File: config.mk
export PLATFORM = sky130hd
export DESIGN_NAME = code_entry_fsm
export DESIGN_NICKNAME = d
export VERILOG_FILES = /design/src/rtl/code_game_pkg.sv /design/src/rtl/btn_sync_edge.sv /design/src/rtl/code_entry_fsm.sv
export SDC_FILE = /design/constraint.sdc
export NUM_CORES = 1
export LEC_CHECK = 0
export BUFFER_PORTS_ARGS = -buffer_cell sky130_fd_sc_hd__clkbuf_2
export CAP_MARGIN = 20
export CELL_PAD_IN_SITES_DETAIL_PLACEMENT = 0
export CELL_PAD_IN_SITES_GLOBAL_PLACEMENT = 2
export CORE_UTILIZATION = 40
export DETAILED_ROUTE_END_ITERATION = 10
export PLACE_DENSITY = 0.83
export SLEW_MARGIN = 10
export SYNTH_ARGS = -nofsm -noshare
export SYNTH_HDL_FRONTEND = slang
export SYNTH_SLANG_ARGS = --single-unit
File: constraint.sdc
create_clock -name clk -period 2.6 [get_ports clk]
set_clock_uncertainty 0.1 [all_clocks]
set_input_delay 0.26 -clock clk [delete_from_list [all_inputs] [get_ports clk]]
set_output_delay 0.26 -clock clk [all_outputs]
set_load 0.02 [all_outputs]
File: src/rtl/code_game_pkg.sv
// Shared types and constants for the code-breaking game.
// LFSR is the right-shifting Fibonacci form of x^16+x^14+x^13+x^11+1.
package code_game_pkg;

  typedef enum logic [2:0] {
    IDLE  = 3'd0,
    ENTER = 3'd1,
    CHECK = 3'd2,
    WON   = 3'd3,
    LOST  = 3'd4
  } state_e;

  localparam logic [15:0] LFSR_SEED = 16'hACE1;
  // Tap mask over the current register: bits 0, 2, 3 and 5 feed bit 15.
  localparam logic [15:0] LFSR_TAPS = 16'h002D;

  localparam int DEF_CODE_DIGITS = 4;
  localparam int DEF_DIGIT_W     = 4;
  localparam int DEF_MAX_TRIES   = 8;

  function automatic logic [15:0] lfsr_next(input logic [15:0] cur);
    return {^(cur & LFSR_TAPS), cur[15:1]};
  endfunction

endpackage

File: src/rtl/btn_sync_edge.sv
// Two-flop synchronizer plus rising-edge detector for one push-button level.
// pulse is high for one clk in the cycle after the second sync stage goes high.
module btn_sync_edge (
  input  logic clk,
  input  logic resetb,
  input  logic btn_in,
  output logic pulse
);

  logic [2:0] sync_q;
  logic [2:0] sync_d;

  always_comb begin
    sync_d = {sync_q[1:0], btn_in};
  end

  always_ff @(posedge clk or negedge resetb) begin
    if (!resetb) begin
      sync_q <= '0;
    end else begin
      sync_q <= sync_d;
    end
  end

  // sync_q[2] only serves as the previous value of the synchronized level.
  assign pulse = sync_q[1] & ~sync_q[2];

endmodule

File: src/rtl/code_entry_fsm.sv
// Code-breaking game: LFSR-drawn secret, digit-by-digit entry, one-cycle guess check.
// Define CODE_HINT_EN to build the registered per-digit match mask on hint.
module code_entry_fsm
  import code_game_pkg::*;
#(
  parameter int CODE_DIGITS = DEF_CODE_DIGITS,
  parameter int DIGIT_W     = DEF_DIGIT_W,
  parameter int MAX_TRIES   = DEF_MAX_TRIES
) (
  input  logic                               clk,
  input  logic                               resetb,
  input  logic                               start_btn,
  input  logic                               enter_btn,
  input  logic [DIGIT_W-1:0]                 guess_digit,
  output logic                               startgame,
  output logic                               breakcode,
  output logic                               gameover,
  output logic [$clog2(MAX_TRIES+1)-1:0]     attempts,
  output logic [$clog2(CODE_DIGITS)-1:0]     digit_ptr,
  output logic [CODE_DIGITS-1:0]             hint
);

  localparam int SECRET_W = CODE_DIGITS * DIGIT_W;
  localparam int ATT_W    = $clog2(MAX_TRIES + 1);
  localparam int PTR_W    = $clog2(CODE_DIGITS);

  localparam logic [PTR_W-1:0] LAST_PTR = PTR_W'(CODE_DIGITS - 1);
  localparam logic [ATT_W-1:0] MAX_ATT  = ATT_W'(MAX_TRIES);

  logic start_pls;
  logic enter_pls;

  btn_sync_edge u_start_sync (
    .clk    (clk),
    .resetb (resetb),
    .btn_in (start_btn),
    .pulse  (start_pls)
  );

  btn_sync_edge u_enter_sync (
    .clk    (clk),
    .resetb (resetb),
    .btn_in (enter_btn),
    .pulse  (enter_pls)
  );

  state_e              state_q,     state_d;
  logic [15:0]         lfsr_q,      lfsr_d;
  logic [SECRET_W-1:0] secret_q,    secret_d;
  logic [SECRET_W-1:0] guess_q,     guess_d;
  logic [ATT_W-1:0]    attempts_q,  attempts_d;
  logic [PTR_W-1:0]    digit_ptr_q, digit_ptr_d;
  logic                startgame_q, startgame_d;
  logic                breakcode_q, breakcode_d;
  logic                gameover_q,  gameover_d;

  logic code_hit;
  assign code_hit = (guess_q == secret_q);

`ifdef CODE_HINT_EN
  logic [CODE_DIGITS-1:0] hint_q, hint_d, hint_mask;

  always_comb begin
    hint_mask = '0;
    for (int i = 0; i < CODE_DIGITS; i++) begin
      hint_mask[i] = (guess_q[i*DIGIT_W +: DIGIT_W] == secret_q[i*DIGIT_W +: DIGIT_W]);
    end
  end
`endif

  always_comb begin
    state_d     = state_q;
    lfsr_d      = lfsr_next(lfsr_q);
    secret_d    = secret_q;
    guess_d     = guess_q;
    attempts_d  = attempts_q;
    digit_ptr_d = digit_ptr_q;
`ifdef CODE_HINT_EN
    hint_d      = hint_q;
`endif

    // Start wins over a coincident enter and restarts from any state.
    if (start_pls) begin
      secret_d    = SECRET_W'(lfsr_q);
      attempts_d  = '0;
      digit_ptr_d = '0;
`ifdef CODE_HINT_EN
      hint_d      = '0;
`endif
      state_d     = ENTER;
    end else begin
      case (state_q)
        ENTER: begin
          if (enter_pls) begin
            guess_d[int'(digit_ptr_q)*DIGIT_W +: DIGIT_W] = guess_digit;
            if (digit_ptr_q == LAST_PTR) begin
              digit_ptr_d = '0;
              state_d     = CHECK;
            end else begin
              digit_ptr_d = digit_ptr_q + PTR_W'(1);
            end
          end
        end
        CHECK: begin
          if (attempts_q < MAX_ATT) begin
            attempts_d = attempts_q + ATT_W'(1);
          end
`ifdef CODE_HINT_EN
          hint_d = hint_mask;
`endif
          if (code_hit) begin
            state_d = WON;
          end else if (attempts_d == MAX_ATT) begin
            state_d = LOST;
          end else begin
            state_d = ENTER;
          end
        end
        default: begin
        end
      endcase
    end

    startgame_d = (state_d != IDLE);
    breakcode_d = (state_d == WON);
    gameover_d  = (state_d == LOST);
  end

  always_ff @(posedge clk or negedge resetb) begin
    if (!resetb) begin
      state_q     <= IDLE;
      lfsr_q      <= LFSR_SEED;
      secret_q    <= '0;
      guess_q     <= '0;
      attempts_q  <= '0;
      digit_ptr_q <= '0;
      startgame_q <= 1'b0;
      breakcode_q <= 1'b0;
      gameover_q  <= 1'b0;
    end else begin
      state_q     <= state_d;
      lfsr_q      <= lfsr_d;
      secret_q    <= secret_d;
      guess_q     <= guess_d;
      attempts_q  <= attempts_d;
      digit_ptr_q <= digit_ptr_d;
      startgame_q <= startgame_d;
      breakcode_q <= breakcode_d;
      gameover_q  <= gameover_d;
    end
  end

`ifdef CODE_HINT_EN
  always_ff @(posedge clk or negedge resetb) begin
    if (!resetb) begin
      hint_q <= '0;
    end else begin
      hint_q <= hint_d;
    end
  end

  assign hint = hint_q;
`else
  assign hint = '0;
`endif

  assign startgame = startgame_q;
  assign breakcode = breakcode_q;
  assign gameover  = gameover_q;
  assign attempts  = attempts_q;
  assign digit_ptr = digit_ptr_q;

endmodule

After elaboration in Yosys (flattened, before gate mapping)
Index checks and enable logic that the tools add are counted.
{ "totals": {"reg_bits": 66, "latch_bits": 0, "mem_bits_rw": 0, "romBits": 0, "inputBits": 8, "out_inout_bits": 13, "mem_count": 0} }
{ "classes": {"addsub": 3, "n_mul": 0, "n_div": 0, "order_cmp": 1, "n_eq_ne": 7, "shift": 2, "muxes": 16, "bitwise_logic": 5, "n_reduce_logical": 7} }
{ "op_table": {"columns": ["operator", "count"], "rows": [
  ["$neg A4 Y33", 1],
  ["$shift A4 B33 Y16 const A", 1],
  ["$shiftx A4 B33 Y16", 1],
  ["$mux W4", 5],
  ["$bwmux W16", 1],
  ["$eq A16 B16 Y1", 1],
  ["$reduce_xor A16 Y1", 1],
  ["$mux W3", 5],
  ["$mux W2", 4],
  ["$eq A3 B2 Y1 const B", 2],
  ["$pmux W3 S2", 1],
  ["$reduce_bool A2 Y1", 3],
  ["$add A4 B1 Y4 const B", 1],
  ["$eq A4 B4 Y1 const B", 1],
  ["$lt A4 B4 Y1 const B", 1],
  ["$eq A3 B1 Y1 const B", 1],
  ["$eq A3 B3 Y1 const B", 1],
  ["$not A1 Y1", 3],
  ["$reduce_and A3 Y1", 1],
  ["$reduce_bool A3 Y1", 1],
  ["$add A2 B1 Y2 const B", 1],
  ["$and A1 B1 Y1", 2],
  ["$eq A2 B2 Y1 const B", 1],
  ["$reduce_and A2 Y1", 1]
]} }

Logic depth before layout (Yosys ltp)
{ "logic_depth": {"ltp_word": 10, "ltp_mapped": 7, "ltp_nobuf": 6} }

Hierarchy
From an unflattened synthesis, not the netlist that was laid out.
{ "unflattened": {"hier_cells": 225, "area_unflattened_um2": 2780.2} }
{ "by_module_without_submodules": {"columns": ["module", "instances", "cells_each", "area_per_inst_um2", "seq_area_each_um2"], "rows": [
  ["code_entry_fsm", 1, 217, 2602.5, 1511.4],
  ["btn_sync_edge", 2, 4, 88.8, 75.1]
]} }

Worst setup path before layout
OpenSTA, ideal clock, no wires.
{ "synth_path": {"path_kind": "reg2reg", "from": "reg digit_ptr_q[0], in the netlist digit_ptr[0]", "to": "reg guess_q[0]", "setup_time_ns": 0.063, "arrival_time_ns": 1.688, "slack_ns": 0.749, "stages_incl_launch_ff": 6, "synth_period_minus_slack_ns": 1.851, "path_cell_list": "dfrtp_1 > inv_1 > ha_1 > nor3b_1 > nand4_1 > a21bo_2"} }
{ "synth_between": {"elab_chain_cells": 3, "elab_cells_between_ends": 4, "cone_classes": "add/sub: 1; shift: 2; mux: 1"} }
{ "synth_lines": {"columns": ["element", "line_no", "source"], "rows": [
  ["start: declaration", "code_entry_fsm.sv:52", "logic [PTR_W-1:0] digit_ptr_q, digit_ptr_d;"],
  ["start signal: assignment", "code_entry_fsm.sv:146", "digit_ptr_q <= digit_ptr_d;"],
  ["$neg A4 Y33 (*)", "code_entry_fsm.sv:95", "guess_d[int'(digit_ptr_q)*DIGIT_W +: DIGIT_W] = guess_digit;"],
  ["$shiftx A4 B33 Y16 / $shift A4 B33 Y16 (equally long branches)", "code_entry_fsm.sv:95", null],
  ["$bwmux W16 (*)", "code_entry_fsm.sv:95", null],
  ["end signal: assignment", "code_entry_fsm.sv:144", "guess_q <= guess_d;"],
  ["end: declaration", "code_entry_fsm.sv:50", "logic [SECRET_W-1:0] guess_q, guess_d;"]
]} }
Every way passes the cells marked *; elsewhere a longest branch is shown, timed or not.
A chain may end at the register's enable or synchronous reset.

Worst setup path after layout
{ "layout_path": {"from": "reg state_q[2]", "to": "reg guess_q[4]"} }
{ "layout_between": {"elab_chain_cells": 2} }
{ "layout_lines": {"columns": ["element", "line_no", "source"], "rows": [
  ["start: declaration", "code_entry_fsm.sv:47", "state_e state_q, state_d;"],
  ["start signal: assignment", "code_entry_fsm.sv:141", "state_q <= state_d;"],
  ["$eq A3 B1 Y1", "code_entry_fsm.sv:92", "case (state_q)"],
  ["$reduce_and A3 Y1 (no line)", null, null]
]} }
No other way between the ends.

==> qor.csv <==
metric,value,unit
report.final.hold_viol_count,0,
post_route_cells_drive_above_1_share,0.231,
cap_viol_max_count,0,
areaGrowthSynthToFinish,14.6,%
synth_top_area_share,0.514,
port_buffers,16,
ys_async_rst_share,1.00,
worst_skew_pair.late_latency,0.34,ns
placed_cells,354,
postCtsHoldBufs,3,
cts_tree,done,
critical_path_required,2.73,ns
postLayoutSetupSlackWorst,0.466,ns
hold_path_class,reg2reg,
ffs_latches_synth,66,
static_leakage,1.66,nW
antenna_violations_before_repair,0,
cts_inserted_buffers,9,
gp_routability_congestion,0.720,
setup.worst_path.end_class,flop,
ios,21,
drt-wirelength-per-cell,13.9,um
result_of_the_run,finished clean,
ant_nets,0,
num-fill-cells,644,
drc,0,
setup-tns-final,0,ns
via_count_of_the_routed_design,1772,
timing.critical_path.slowest_stage_cell,sky130_fd_sc_hd__and2_1,
fp-row-count,30,
postLayoutCoreUtil,0.476,
final_layout_net_count,287,
fmax,0.469,GHz
cts_setup_buffers,0,
worst_ep_arrival,2.26,ns
yosys-top-cells-area,"sky130_fd_sc_hd__dfrtp_1 (51%), sky130_fd_sc_hd__dfstp_2 (7.4%), sky130_fd_sc_hd__nand2_1 (7.4%)",
core_region_area,0.00679,mm2
die_width,86.0,um
synthFlopType,sky130_fd_sc_hd__dfrtp_1,
whs,0.247,ns
drv_slew,0,
fraction_of_the_yosys_area_taken_by_sequential_cells,0.589,
tritoncts_num_sinks,66,
max_slew_headroom_at_the_worst_pin,0.601,
global_route.usage.total,0.166,
clk_path_buf_depth,2,
worst-setup-path-type,reg2reg,
ctsRootBufferMaster,sky130_fd_sc_hd__clkbuf_8,
violation_count_after_the_first_detailed_route_iteration,87,
die_y,86.0,um
dpl.hpwl,3650,um
timing.critical_path.cells,nor2b_2 > and4bb_4 > and2_1 > nand2_1 > a21bo_2,
fp.dieArea,0.00740,mm2
cellPowerDensity,790,mW/mm2
wl,5190,um
synth.lib_cells_used.distinct,37,
dr.pass1.iters,4,
setup_repair_after_global_routing_missed_its_margin,false,
dpl_worst_slack,0.494,ns
grt_pass1_vias,1869,
yosysWarnings,0,
timing.critical_path.fanout_max,20,
postSynthAreaPerCell,11.4,um2
cts_resized,0,
viasPerCell,4.75,
post_synthesis_instance_area,0.00282,mm2
initial_core_util,0.415,
clock_input_transition_at_the_sequential_cells_of_the_worst_setup_and_hold_paths,0.07,ns
htreeDepth,3,
grt_max_degree,32,
fin_cells,373,
slowest_delay,0.52,ns
timing.final.crit_share,0.821,
worstMarginPinSlew,0.599,ns
period_needed,2.13,ns
final_setup_violation_count,0,
syn_inst,247,
cp-start-kind,flop,
netlist.top_cell.by_area,sky130_fd_sc_hd__dfrtp_1,
peakVddDrop,0.323,mV
synth-edff-count,0,
grt_overflow,0,
first_pass_grt_wire_length,9010,um
num_antenna_cells,0,
## cell usage after synthesis (3+ instances only)
master                     number
sky130_fd_sc_hd__nor3b_1        3
sky130_fd_sc_hd__nor2_1        12
sky130_fd_sc_hd__dfstp_2        8
sky130_fd_sc_hd__nand2_1       56
sky130_fd_sc_hd__o21ai_0        3
sky130_fd_sc_hd__xor2_1        14
sky130_fd_sc_hd__dfrtp_1       58
sky130_fd_sc_hd__nand4_1       17
sky130_fd_sc_hd__ha_1           7
sky130_fd_sc_hd__clkbuf_1       4
sky130_fd_sc_hd__mux2i_1        4
sky130_fd_sc_hd__inv_1          3
sky130_fd_sc_hd__a21oi_1        4
sky130_fd_sc_hd__xnor2_1        7
sky130_fd_sc_hd__buf_4          5
sky130_fd_sc_hd__nor3_1         3
sky130_fd_sc_hd__a21bo_2       15
## cell families after synthesis
| group | count (synthesis) | synth area share |
|---|---|---|
| AND/OR/NAND/NOR | 108 | 0.192 |
| flip-flops | 66 | 0.589 |
| AO/OA/AOI/OAI | 25 | 0.0754 |
| XOR/XNOR | 21 | 0.0652 |
| buffers and inverters | 15 | 0.0324 |
| adder cells (fa/ha/maj) | 7 | 0.0310 |
| multiplexers | 4 | 0.0142 |
| other | 1 | 0.00133 |
## through the flow
| stage | cell area, um2 | power [mW] |
|---|---|---|
| floorplan | 2830 | 1.57 |
| global placement | 3000 | 1.68 |
| detailed placement | 3000 | 1.69 |
| CTS | 3230 | 2.59 |
| global route | 3230 | 2.71 |
| finish | 3230 | 2.56 |
## report_power, final
part	switching (mW)	leakage (nW)	internal (mW)
clock	0.367	0.107	0.521
combinational	0.276	0.690	0.198
sequential	0.0890	0.864	1.11
total	0.732	1.66	1.82
## cell type report
type	count	area (um2)	area share
clock buffer	14	173	0.0534
clock inverter	2	35.0	0.0108
inverter	3	11.3	0.00348
multi-input combinational	169	1080	0.334
sequential	66	1660	0.514
tap	96	120	0.0371
timing repair buffer	23	153	0.0472
## final timing paths
path	start	to	slack (ns)	cells past startpoint
min in group asynchronous	resetb	state_q[1]	0.35	2
worst min register to register	u_enter_sync.sync_q[0]	u_enter_sync.sync_q[1]	0.25	0
worst min-delay path	u_enter_sync.sync_q[0]	u_enter_sync.sync_q[1]	0.25	0
worst max register to register	state_q[2]	guess_q[4]	0.47	5
worst max-delay path	state_q[2]	guess_q[4]	0.47	5
max in group asynchronous	resetb	lfsr_q[15]	1.36	3
## registers in the layout, indices dropped and copies added (netlist names)
name,flops
attempts,4
secret_q,16
gameover,1
startgame,1
state_q,3
guess_q,16
breakcode,1
u_start_sync.sync_q,3
lfsr_q,16
u_enter_sync.sync_q,3
digit_ptr,2
## cell usage in the layout, fill, tap and decap left out, types with 8 or more instances in the layout
cell / netlist / routed
sky130_fd_sc_hd__dfrtp_1: 58 / 58
sky130_fd_sc_hd__nand2_1: 56 / 56
sky130_fd_sc_hd__nand4_1: 17 / 17
sky130_fd_sc_hd__clkbuf_2: 0 / 16
sky130_fd_sc_hd__a21bo_2: 15 / 15
sky130_fd_sc_hd__xor2_1: 14 / 14
sky130_fd_sc_hd__nor2_1: 12 / 12
sky130_fd_sc_hd__clkbuf_8: 0 / 12
sky130_fd_sc_hd__dfstp_2: 8 / 8
## per-layer routing
metal	vias to the layer above	share of wire	GRT usage
met3	5	0.043	0.0693
met2	32	0.49	0.271
li1	869	-	-
met1	866	0.45	0.203
met5	-	0	0
met4	0	0.012	0.0455
## worst max-delay path, delay by kind of cell (launching register included)
| family | cells | cell delay [ns] |
|---|---|---|
| and+or+nand+nor | 4 | 1.19 |
| DFF | 1 | 0.47 |
| AOI/OAI and AO/OA | 1 | 0.25 |
Power figures use the tool's default switching activity.
